File: src/rtl/regfile_sb.sv
// regfile_sb: NUM_REGS x DATA_WIDTH register file with a per-register busy
// scoreboard. It has one write port and two combinational read ports. With
// BYPASS set, a same-cycle write is forwarded to the read ports.
//
// Ports
//   clk, rst_n            clock, asynchronous active-low reset
//   wr_en/addr/data       write port; a write also clears the register's busy bit
//   rsv_en/addr           reserve port; sets the busy bit (wins over a same-cycle write)
//   ra_addr/data/busy     read port A (combinational)
//   rb_addr/data/busy     read port B (combinational)
//   busy_vec              raw scoreboard flops, never bypassed
//   rsv_overlap           registered pulse: reservation landed on an already-busy register
module regfile_sb #(
  parameter int unsigned  DATA_WIDTH = 16,
  parameter int unsigned  NUM_REGS   = 8,
  parameter int unsigned  BYPASS     = 1,
  localparam int unsigned ADDR_WIDTH = $clog2(NUM_REGS)
) (
  input  logic                  clk,
  input  logic                  rst_n,
  input  logic                  wr_en,
  input  logic [ADDR_WIDTH-1:0] wr_addr,
  input  logic [DATA_WIDTH-1:0] wr_data,
  input  logic                  rsv_en,
  input  logic [ADDR_WIDTH-1:0] rsv_addr,
  input  logic [ADDR_WIDTH-1:0] ra_addr,
  output logic [DATA_WIDTH-1:0] ra_data,
  output logic                  ra_busy,
  input  logic [ADDR_WIDTH-1:0] rb_addr,
  output logic [DATA_WIDTH-1:0] rb_data,
  output logic                  rb_busy,
  output logic [NUM_REGS-1:0]   busy_vec,
  output logic                  rsv_overlap
);

  localparam bit BYP_EN = (BYPASS != 0);

  logic [DATA_WIDTH-1:0] regs [NUM_REGS];
  logic [NUM_REGS-1:0]   busy;
  logic [NUM_REGS-1:0]   wr_hit;
  logic [NUM_REGS-1:0]   rsv_hit;
  logic [NUM_REGS-1:0]   busy_nxt;
  logic                  overlap_nxt;
  logic                  ra_byp;
  logic                  rb_byp;

  // One-hot decode of the write and reserve addresses
  always_comb begin
    wr_hit  = '0;
    rsv_hit = '0;
    for (int unsigned i = 0; i < NUM_REGS; i++) begin
      wr_hit[i]  = wr_en  && (wr_addr  == ADDR_WIDTH'(i));
      rsv_hit[i] = rsv_en && (rsv_addr == ADDR_WIDTH'(i));
    end
  end

  // Reservation belongs to a newer producer, so set dominates clear
  always_comb begin
    busy_nxt    = (busy & ~wr_hit) | rsv_hit;
    overlap_nxt = |(rsv_hit & busy & ~wr_hit);
  end

  // Data storage: one load-enabled word per register
  always_ff @(posedge clk or negedge rst_n) begin
    if (!rst_n) begin
      for (int unsigned i = 0; i < NUM_REGS; i++) begin
        regs[i] <= '0;
      end
    end else begin
      for (int unsigned i = 0; i < NUM_REGS; i++) begin
        if (wr_hit[i]) begin
          regs[i] <= wr_data;
        end
      end
    end
  end

  // Scoreboard and overlap flag
  always_ff @(posedge clk or negedge rst_n) begin
    if (!rst_n) begin
      busy        <= '0;
      rsv_overlap <= 1'b0;
    end else begin
      busy        <= busy_nxt;
      rsv_overlap <= overlap_nxt;
    end
  end

  // Read ports; only the write is forwarded, a same-cycle reservation is not
  always_comb begin
    ra_byp  = BYP_EN && wr_en && (wr_addr == ra_addr);
    rb_byp  = BYP_EN && wr_en && (wr_addr == rb_addr);
    ra_data = ra_byp ? wr_data : regs[ra_addr];
    rb_data = rb_byp ? wr_data : regs[rb_addr];
    ra_busy = !ra_byp && busy[ra_addr];
    rb_busy = !rb_byp && busy[rb_addr];
  end

  assign busy_vec = busy;

endmodule
File: config.mk
export PLATFORM = sky130hd
export DESIGN_NAME = regfile_sb
export DESIGN_NICKNAME = d
export VERILOG_FILES = /design/src/rtl/regfile_sb.sv
export SDC_FILE = /design/constraint.sdc
export NUM_CORES = 1
export LEC_CHECK = 0
export CORE_ASPECT_RATIO = 0.7
export CORE_MARGIN = 1.5
export CORE_UTILIZATION = 40
export CTS_CLUSTER_SIZE = 16
export DETAILED_ROUTE_END_ITERATION = 8
export HOLD_SLACK_MARGIN = 0.03
export PLACE_DENSITY = 0.64
export SLEW_MARGIN = 10
export SYNTH_ARGS = -nofsm -noshare
export SYNTH_HDL_FRONTEND = slang
export SYNTH_SLANG_ARGS = --single-unit
export TNS_END_PERCENT = 30
File: constraint.sdc
create_clock -name clk -period 3.67 [get_ports clk]
set_input_delay 0.734 -clock clk [delete_from_list [all_inputs] [get_ports clk]]
set_output_delay 0.734 -clock clk [all_outputs]
set_load 0.1 [all_outputs]
Yosys cells after proc, flatten, opt, wreduce, memory -nomap -nowiden

Cells that the tools add are included.

Order comparisons: 4
Equality and inequality tests: 16
Mux-type cells: 12
Bitwise logic cells: 7
Reductions and logical operators: 25

Operators by type and width:

| cell                 | number |
|---|---|
| $bmux W16 S3         | 2 |
| $mux W16             | 6 |
| $and A8 B8 Y8        | 3 |
| $eq A3 B3 Y1 const B | 8 |
| $logic_and A1 B1 Y1  | 20 |
| $eq A3 B2 Y1 const B | 4 |
| $ge A4 B4 Y1 const B | 2 |
| $lt A3 B4 Y1 const B | 2 |
| $not A3 Y4           | 2 |
| $not A8 Y8           | 1 |
| $or A8 B8 Y8         | 1 |
| $reduce_or A8 Y1     | 1 |
| $bmux W1 S3          | 2 |
| $eq A3 B1 Y1 const B | 2 |
| $eq A3 B3 Y1         | 2 |
| $logic_not A3 Y1     | 2 |
| $logic_not A1 Y1     | 2 |
| $mux W1              | 2 |

Bits in registers: 137
Input bits: 32
Output and inout port bits: 43

Longest topological paths before layout

Gate-level depths: netlist (run 1).

Depth in word-level cells: 5
Depth in mapped cells: 6
Depth with buffers taken out: 4

Least setup slack after synthesis (run 1)

No wires, ideal clock.

Path type: input to output
Start: in rb_addr[1]
End: out rb_data[7]
Data arrival time: 3.173 ns
Setup slack: -0.237 ns
Stages: 5
Path through: clkbuf_1 buf_1 mux4_2 mux2i_1 a21oi_1

Longest elaborated chain between the ends: 5
Elaborated cells between the ends (all ways): 7
Classes of those cells: eq/ne: 1; mux: 4; bitwise: 1; reduce/logical: 1

Ends and longest elaborated chain:

| what                                         | line | RTL |
|---|---|---|
| start, declared                              | 29   | `input logic [ADDR_WIDTH-1:0] rb_addr,` |
| $not A3 Y4 (implied by the code)             | 94   | `rb_data = rb_byp ? wr_data : regs[rb_addr];` |
| $bmux W16 S3                                 | 94   |  |
| $mux W16 (implied by the code) (2 in series) | 94   |  |
| $mux W16 *                                   | 94   |  |
| end, declared                                | 30   | `output logic [DATA_WIDTH-1:0] rb_data,` |

Every way passes the cells marked *; elsewhere a longest branch is shown, timed or not. The select of a mux whose other input is x is not followed.

Final worst setup path (run 1)

Start: in wr_addr[2]
End: out ra_data[15]

Longest elaborated chain between the ends: 3

Ends and longest elaborated chain:

| what                | line | RTL |
|---|---|---|
| start, declared     | 22   | `input logic [ADDR_WIDTH-1:0] wr_addr,` |
| $eq A3 B3 Y1        | 91   | `ra_byp = BYP_EN && wr_en && (wr_addr == ra_addr);` |
| $logic_and A1 B1 Y1 | 91   |  |
| $mux W16            | 93   | `ra_data = ra_byp ? wr_data : regs[ra_addr];` |
| end, declared       | 27   | `output logic [DATA_WIDTH-1:0] ra_data,` |

No other way between the ends.

==> flow_metrics.tcl, run 1 <==
set metrics [dict create \
    outcome "finished, final reports clean" \
    grt_pass1_vias 5170 \
    core_area_um2 18900 \
    timing.hold.ws_ps 279 \
    synth-compound-area-share_pct 2.40 \
    drv_slew 0 \
    clkSinkCount 137 \
    grt_max_degree 71 \
    initial_utilization_pct 40.8 \
    cts_tree "yes" \
    worstSkewPairLatency_ps 410 \
    drive_gt1_share_pct 49.1 \
    nNetsFinal 634 \
    firstDrtPassIters 5 \
    endpoint "ra_data[15]" \
    synth.mux.area_fraction_pct 43.0 \
    cp-end-kind "primary output" \
    static-leakage-power_nw 4.05 \
    htreeDepth 4 \
    synthSimpleGateAreaFrac_pct 5.00 \
    ys_seq_area_share_pct 44.5 \
    syn_to_final_growth_pct 25.9 \
    synth_xor_area_share_pct 0.682 \
    die_x_um 169 \
    seqCellArea_um2 3430 \
    num_vias 4976 \
    hold_buffers 0 \
    routed_wl_mm 19.5 \
    num-fill-cells 1547 \
    layout_common_cells "dfrtp_1, mux2_2, mux4_2, buf_12" \
    hold_class "in2async" \
    regToRegSetupSlack_ps 2300 \
    rsz0062_at_grt "no" \
    dp_hpwl_mm 12.6 \
    layout_commonest_cell "dfrtp_1" \
    detail_route.wl_per_cell_um 22.7 \
    synth_fa_ha_area_share_pct 0 \
    drc 0 \
    synth_cells 541 \
    cts_buffer_depth 2 \
    syn_area_per_cell_um2 14.2 \
    cp.arrival_ps 2700 \
    die_y_um 119 \
    critPathRequiredTime_ps 2940 \
    syn_area_um2 7700 \
    p_per_area_nw_per_um2 688 \
    multi_input_area_um2 3970 \
    setup_viol 0 \
    crit_fanout 16 \
    ys_types 25 \
    gr-usage-all-layers_pct 20.5 \
    maxSlewHeadroom_pct 34.7 \
    vias_per_cell 5.79 \
    r2r-end "rsv_overlap" \
    row_count 42 \
    synth_nets 573 \
    crit_start "wr_addr[2]" \
    root_buffer "clkbuf_16" \
    overflow 0 \
    r2r-start "busy_vec[2]" \
    grt_pass1_wl_mm 30.7 \
    ant_nets 0 \
    pin_count 75 \
    crit_type "in2out" \
    fin_skew_ps 0.628 \
    final-hold-violation-count 0 \
    period_share_pct 93.5 \
    synth-seq-cells 137 \
    clk_pin_slew_ps 60 \
    synth_top_family_by_area "multiplexers" \
    min_period_ps 3430 \
    post_cts_buffers 0 \
    portBuffers 74 \
    maxCapViolations 0 \
    cp-start-kind "input port" \
    antenna_found_initial 1 \
    ir_worst_vdd_mv 0.360 \
    cts.repair.resized 0 \
    ys.warnings.count 0 \
    drtIter0Drc 403 \
    tightest_slew_ps 977 \
    die_area_um2 20100 \
    reg2reg_depth 3 \
    setup_tns_ps 0 \
    max_freq_ghz 0.291 \
    globalplace.congestion 0.765 \
    cts_inserted_buffers 17 \
]
critical path: stages:
cell             delay (ps)
clkdlybuf4s50_1         800
xnor2_1                 190
nand4_1                 150
buf_4                   240
a21oi_1                 350
buf_12                  230
Yosys cell counts (all sizes together):
cell type,n,area share (%)
a21oi,32,2.1
and4bb,3,0.49
buf,47,3.8
clkbuf,10,0.49
dfrtp,137,45
inv,2,0.098
mux2,128,19
mux2i,34,4.4
mux4,68,20
nand2,15,0.73
nand2b,3,0.24
nand3,4,0.26
nand4,4,0.32
nand4b,3,0.50
nor2,35,1.7
nor2b,3,0.24
nor4b,1,0.31
o22ai,4,0.32
or2b,1,0.098
or4,1,0.098
xnor2,6,0.68
layer usage:
metal  part of all wire, %  global-route usage [%]  wire length (um)
met4                  0.95                    5.58               185
met5                     0                       0                 0
met1                    46                    29.5              8930
met2                    48                    32.1              9340
met3                   5.2                    3.62              1020
through the flow:
stage               total power, mW  setup WS, ps  instance area (um2)  instances  utilization, %
floorplan                      3.89          -221                 7730        541               -
global placement               4.71           329                 9030        825            47.9
detailed placement             4.78           275                 9030        825            47.9
CTS                            6.71           255                 9690        857            51.4
global route                   6.91           159                 9690        857            51.4
finish                         6.67           237                 9700        859            51.4
cell type report:
cell class | count | share of cell area, %
multi-input cells | 345 | 40.9
diodes | 2 | 0.0516
clock inverters | 10 | 1.96
well taps | 242 | 3.12
clock buffers | 22 | 4.89
flip-flops and latches | 137 | 35.3
inverters | 2 | 0.0774
repair buffers | 99 | 13.6
worst min path at each step:
stage	to	slack, ps
CTS	regs[71]	280
global route	regs[71]	310
finish	regs[71]	280
floorplan	busy_vec[0]	440
detailed placement	regs[21]	510
global placement	regs[6]	500
sequential cells by signal, indices dropped and copies added, names as in the netlist:
| name | cells |
|---|---|
| regs | 128 |
| busy_vec | 8 |
| rsv_overlap | 1 |
power breakdown:
part | leakage (nW) | internal [mW] | total (mW) | switching (mW)
clock | 0.313 | 1.26 | 1.92 | 0.654
sequential | 1.64 | 1.84 | 2.09 | 0.246
combinational | 2.09 | 1.14 | 2.66 | 1.52
total | 4.05 | 4.25 | 6.67 | 2.42
cells by family after synthesis:
family,after synthesis
xor+xnor,6
compound gates,36
flops,137
simple gates,73
mux,230
buf+inv,59
No activity file was read; power rests on OpenSTA's default activity.
==> run 2, diff against run 1 <==
Settings changed: DONT_BUFFER_PORTS from default to 1, PLACE_DENSITY 0.64 to default.
==> run 2 against run 1 <==
  * Cell area fell by 9.5%
  * Sequential share of layout area rose by 3.7 points
  * First-iteration DRC count fell by 31%
  * Wire length fell by 3.7%
  * Non-clock buffer count fell by 50
  * Via count fell by 5.5%
  * Utilization fell by 4.9 points
  * Die area did not move
==> flow_metrics.tcl, run 2 (synthesis results as in run 1) <==
set metrics [dict create \
    detail_route.wl_per_cell_um 23.2 \
    power_mw 6.00 \
    antennaDiodeCount 0 \
    initial_utilization_pct 40.8 \
    post-route-util_pct 46.5 \
    ir_worst_vdd_mv 0.381 \
    globalplace.congestion 0.855 \
    period_share_pct 81.7 \
    ant_nets 0 \
    htreeDepth 4 \
    crit_type "reg2out" \
    max_freq_ghz 0.334 \
    pin_count 75 \
    clkSinkCount 137 \
    drv_slew 0 \
    worstSkewPairLatency_ps 410 \
    setup_viol 0 \
    root_buffer "clkbuf_16" \
    min_period_ps 3000 \
    power_frac_seq_pct 36.2 \
    row_count 42 \
    num-fill-cells 1629 \
    antenna_found_initial 0 \
    seqCellArea_um2 3430 \
    crit_fanout 4 \
    cp-end-kind "primary output" \
    route.met3.wl_mm 1.05 \
    grt_pass1_vias 5134 \
    layout_commonest_cell "dfrtp_1" \
    routed.top_layer "met4" \
    fin_skew_ps 0.926 \
    overflow 0 \
    die_y_um 119 \
    cp-start-kind "flop" \
    netSwitchingPower_mw 2.23 \
    portBuffers 0 \
    vias_per_cell 5.83 \
    power_frac_comb_pct 34.4 \
    firstDrtPassIters 4 \
    drive_gt1_share_pct 55.2 \
    wl_met1_mm 8.46 \
    maxSlewHeadroom_pct 34.9 \
    final-hold-violation-count 0 \
    die_area_um2 20100 \
    num_vias 4703 \
    tightest_slew_ps 977 \
    maxCapViolations 0 \
    cts_tree "yes" \
    clk_pin_slew_ps 60 \
    drc 0 \
    dp_hpwl_mm 11.3 \
    critPathRequiredTime_ps 2940 \
    nNetsFinal 584 \
    gr-usage-all-layers_pct 19.8 \
    cts_inserted_buffers 17 \
    grt_max_degree 138 \
    largest_reg_flops 128 \
    switching_share_pct 37.2 \
    multi_input_area_um2 4060 \
    rsz0062_at_grt "no" \
    reg2reg_depth 3 \
    routed_wl_mm 18.8 \
    cts_buffer_depth 2 \
    post_cts_buffers 0 \
    timing.hold.ws_ps 12.3 \
    p_per_area_nw_per_um2 683 \
    static-leakage-power_nw 3.65 \
    p_int_mw 3.76 \
    layout_common_cells "dfrtp_1, mux2_2, mux4_2, buf_4, mux2i_1" \
    top_register "regs" \
    core_area_um2 18900 \
    cts.repair.resized 0 \
    cp.arrival_ps 2260 \
    wl_met2_mm 8.98 \
    p_clk_share_pct 29.4 \
    hold_class "in2async" \
    drtIter0Drc 277 \
    grt_pass1_wl_mm 29.6 \
    syn_to_final_growth_pct 13.9 \
    die_x_um 169 \
    outcome "finished, final reports clean" \
]
==> run 2: cell types whose count changed in the layout (fill, tap and decap cells not counted), moves of 4 or more <==
cell / before / now
a21oi_2: 9 / 32
buf_2: 4 / 0
buf_4: 20 / 49
a21oi_1: 23 / 0
clkdlybuf4s50_1: 35 / 0
buf_12: 40 / 0
==> run 2: layout make-up <==
cell class,instances,area share (%)
clock buffers,21,5.25
clock inverters,11,1.67
inverters,2,0.0856
multi-input cells,345,46.3
flip-flops and latches,137,39.1
well taps,242,3.45
repair buffers,49,4.19
==> run 2: worst max-delay path, stage by stage, from the launching register on <==
cell and delay (ps):
dfrtp_1 980, mux4_2 410, mux2i_1 80, nor2_2 80, buf_4 290
==> run 2: power by group through the flow <==
stage | logic [mW] | registers (mW) | clock network, mW
final | 2.06 | 2.17 | 1.76
after global routing | 2.16 | 2.22 | 1.86
after CTS | 2.08 | 2.17 | 1.79
after detailed placement | 2.07 | 2.19 | 0
after global placement | 2.05 | 2.16 | 0
after floorplan | 1.73 | 2.16 | 0
==> run 2: through the flow <==
stage | instances | area [um2] | setup WS [ps] | setup TNS (ps)
5_1_grt | 807 | 8770 | 571 | 0
3_5_place_dp | 775 | 8170 | 1030 | 0
2_1_floorplan | 541 | 7730 | -221 | -3650
6_report | 807 | 8770 | 672 | 0
3_3_place_gp | 775 | 8170 | 1080 | 0
4_1_cts | 807 | 8770 | 646 | 0
==> run 2: metal layers <==
metal	up-vias	global-route usage, %
met5	-	0
met4	0	6.31
met3	26	4.95
met2	135	32.4
met1	2479	25.9
li1	2063	-
==> run 2: worst paths after layout <==
check	start	end	slack (ps)
min in group clk	wr_data[4]	regs[4]	460
max in group asynchronous	rst_n	regs[114]	3390
worst max register to register	busy_vec[2]	rsv_overlap	1840
worst max-delay path	busy_vec[3]	ra_busy	670
worst min-delay path	rst_n	busy_vec[5]	10
worst min register to register	regs[61]	regs[61]	530
==> run 3, diff against run 2 <==
Clock period 3.67 ns to 2.5 ns, I/O delays scaled along.
==> run 3 against run 2 <==
  * Cell count is 0.74% higher
  * Critical path depth stayed put
  * The run now ends with negative hold slack left
  * Clock skew is 2.9 ps higher
  * Die area stayed put
  * Via count is 1.2% higher
  * Wire length is 2.9% higher
  * Global-route usage is 0.60 points higher
  * First-iteration DRC count is 18% lower
  * Power is 59% higher
  * Sequential power is 42% higher
==> flow_metrics.tcl, run 3 (synthesis results as in run 1) <==
set metrics [dict create \
    outcome "finished with violations" \
    violations "negative hold slack" \
    tightest_slew_ps 862 \
    worstSkewPairLatency_ps 410 \
    regToRegSetupSlack_ps 1000 \
    drive_gt1_share_pct 56.0 \
    maxCapViolations 0 \
    cp.arrival_ps 1900 \
    dp_worst_setup_slack_ps 389 \
    crit_type "reg2out" \
    grt_pass1_vias 5267 \
    initial_utilization_pct 40.8 \
    ant_nets 0 \
    max_freq_ghz 0.417 \
    die_area_um2 20100 \
    firstDrtPassIters 4 \
    antennaDiodeCount 0 \
    r2r-start "busy_vec[4]" \
    nNetsFinal 590 \
    cp-start-kind "flop" \
    cp-end-kind "primary output" \
    globalplace.congestion 0.849 \
    ir_worst_vdd_mv 0.570 \
    fin_skew_ps 3.85 \
    cts.repair.resized 0 \
    reg2reg_depth 4 \
    power_mw 9.55 \
    syn_to_final_growth_pct 23.6 \
    die_y_um 119 \
    drv_slew 0 \
    largest_reg_flops 128 \
    num_vias 4761 \
    detail_route.wl_per_cell_um 23.7 \
    core_area_um2 18900 \
    setup_ws_ps 100 \
    gr-usage-all-layers_pct 20.4 \
    cts_buffer_depth 2 \
    drc 0 \
    hold_class "in2async" \
    htreeDepth 4 \
    grt_max_degree 138 \
    num-fill-cells 1571 \
    layout_common_cells "dfrtp_1, mux2_2, mux4_2, buf_12, mux2i_1" \
    post_dp_cell_area_um2 8900 \
    post_cts_buffers 0 \
    vias_per_cell 5.86 \
    final_cell_area_um2 9520 \
    die_x_um 169 \
    drtIter0Drc 226 \
    final-hold-violation-count 137 \
    root_buffer "clkbuf_16" \
    rsz0062_at_grt "no" \
    cts_tree "yes" \
    routed_wl_mm 19.3 \
    critPathRequiredTime_ps 2000 \
    period_share_pct 96.0 \
    layout_commonest_cell "dfrtp_1" \
    clk_pin_slew_ps 60 \
    r2r-end "rsv_overlap" \
    cts_inserted_buffers 17 \
    timing.hold.ws_ps -219 \
    p_per_area_nw_per_um2 1000 \
    dp_hpwl_mm 11.6 \
    overflow 0 \
    crit_fanout 3 \
    portBuffers 0 \
    row_count 42 \
    grt_pass1_wl_mm 30.7 \
    maxSlewHeadroom_pct 42.6 \
    static-leakage-power_nw 3.89 \
    pin_count 75 \
    min_period_ps 2400 \
    antenna_found_initial 0 \
    setup_viol 0 \
    top_register "regs" \
    clkSinkCount 137 \
]
[run 3: cell count changes in the layout (fill, tap and decap cells not counted), sizes merged]
cell / before / now
clkbuf: 21 / 19
inv: 2 / 5
buf: 49 / 55
clkinv: 6 / 5
[run 3: power by group]
group          switching (mW)  leakage (nW)  internal, mW  total [mW]
sequential              0.376          1.64          2.71        3.08
clock                    1.00         0.300          1.63        2.63
combinational            2.10          1.95          1.73        3.84
total                    3.48          3.89          6.07        9.55
[run 3: worst max-delay path, stage by stage, from the launching register on]
cell and delay [ps]:
dfrtp_1 400, mux4_2 500, mux2i_1 310, a21oi_4 100, buf_12 180
[run 3: how the worst max path moves through the flow]
stage	startpoint	to	slack, ps	depth (start not counted)
floorplan	ra_addr[0]	ra_data[13]	-10	5
global placement	rb_addr[0]	rb_data[15]	410	4
detailed placement	ra_addr[1]	ra_data[4]	390	6
CTS	regs[14]	ra_data[14]	90	4
global route	regs[6]	ra_data[6]	30	4
finish	regs[5]	rb_data[5]	100	4
[run 3: cell type report]
| type | count | area [um2] | share of cell area [%] |
|---|---|---|---|
| Multi-Input combinational cell | 345 | 4310 | 45.3 |
| Tap cell | 242 | 303 | 3.18 |
| Sequential cell | 137 | 3430 | 36.0 |
| Clock buffer | 19 | 453 | 4.76 |
| Inverter | 2 | 7.51 | 0.0788 |
| Clock inverter | 13 | 168 | 1.76 |
| Timing Repair Buffer | 55 | 851 | 8.94 |
[run 3: metal layers]
| layer | part of all wire, % | GRT usage, % | wire (um) |
|---|---|---|---|
| met1 | 46 | 28.1 | 8920 |
| met3 | 4.3 | 4.65 | 829 |
| met4 | 1.1 | 4.91 | 206 |
| met5 | 0 | 0 | 0 |
| met2 | 48 | 32.8 | 9350 |
[run 3: stage by stage]
| step | util, % | hold slack (ps) | TNS, ps | std cells |
|---|---|---|---|---|
| 3_5_place_dp | 47.2 | 208 | 0 | 781 |
| 3_3_place_gp | 47.2 | 208 | 0 | 781 |
| 2_1_floorplan | - | 204 | -53.7 | 541 |
| 4_1_cts | 50.5 | -233 | 0 | 813 |
| 5_1_grt | 50.5 | -243 | 0 | 813 |
| 6_report | 50.5 | -219 | 0 | 813 |
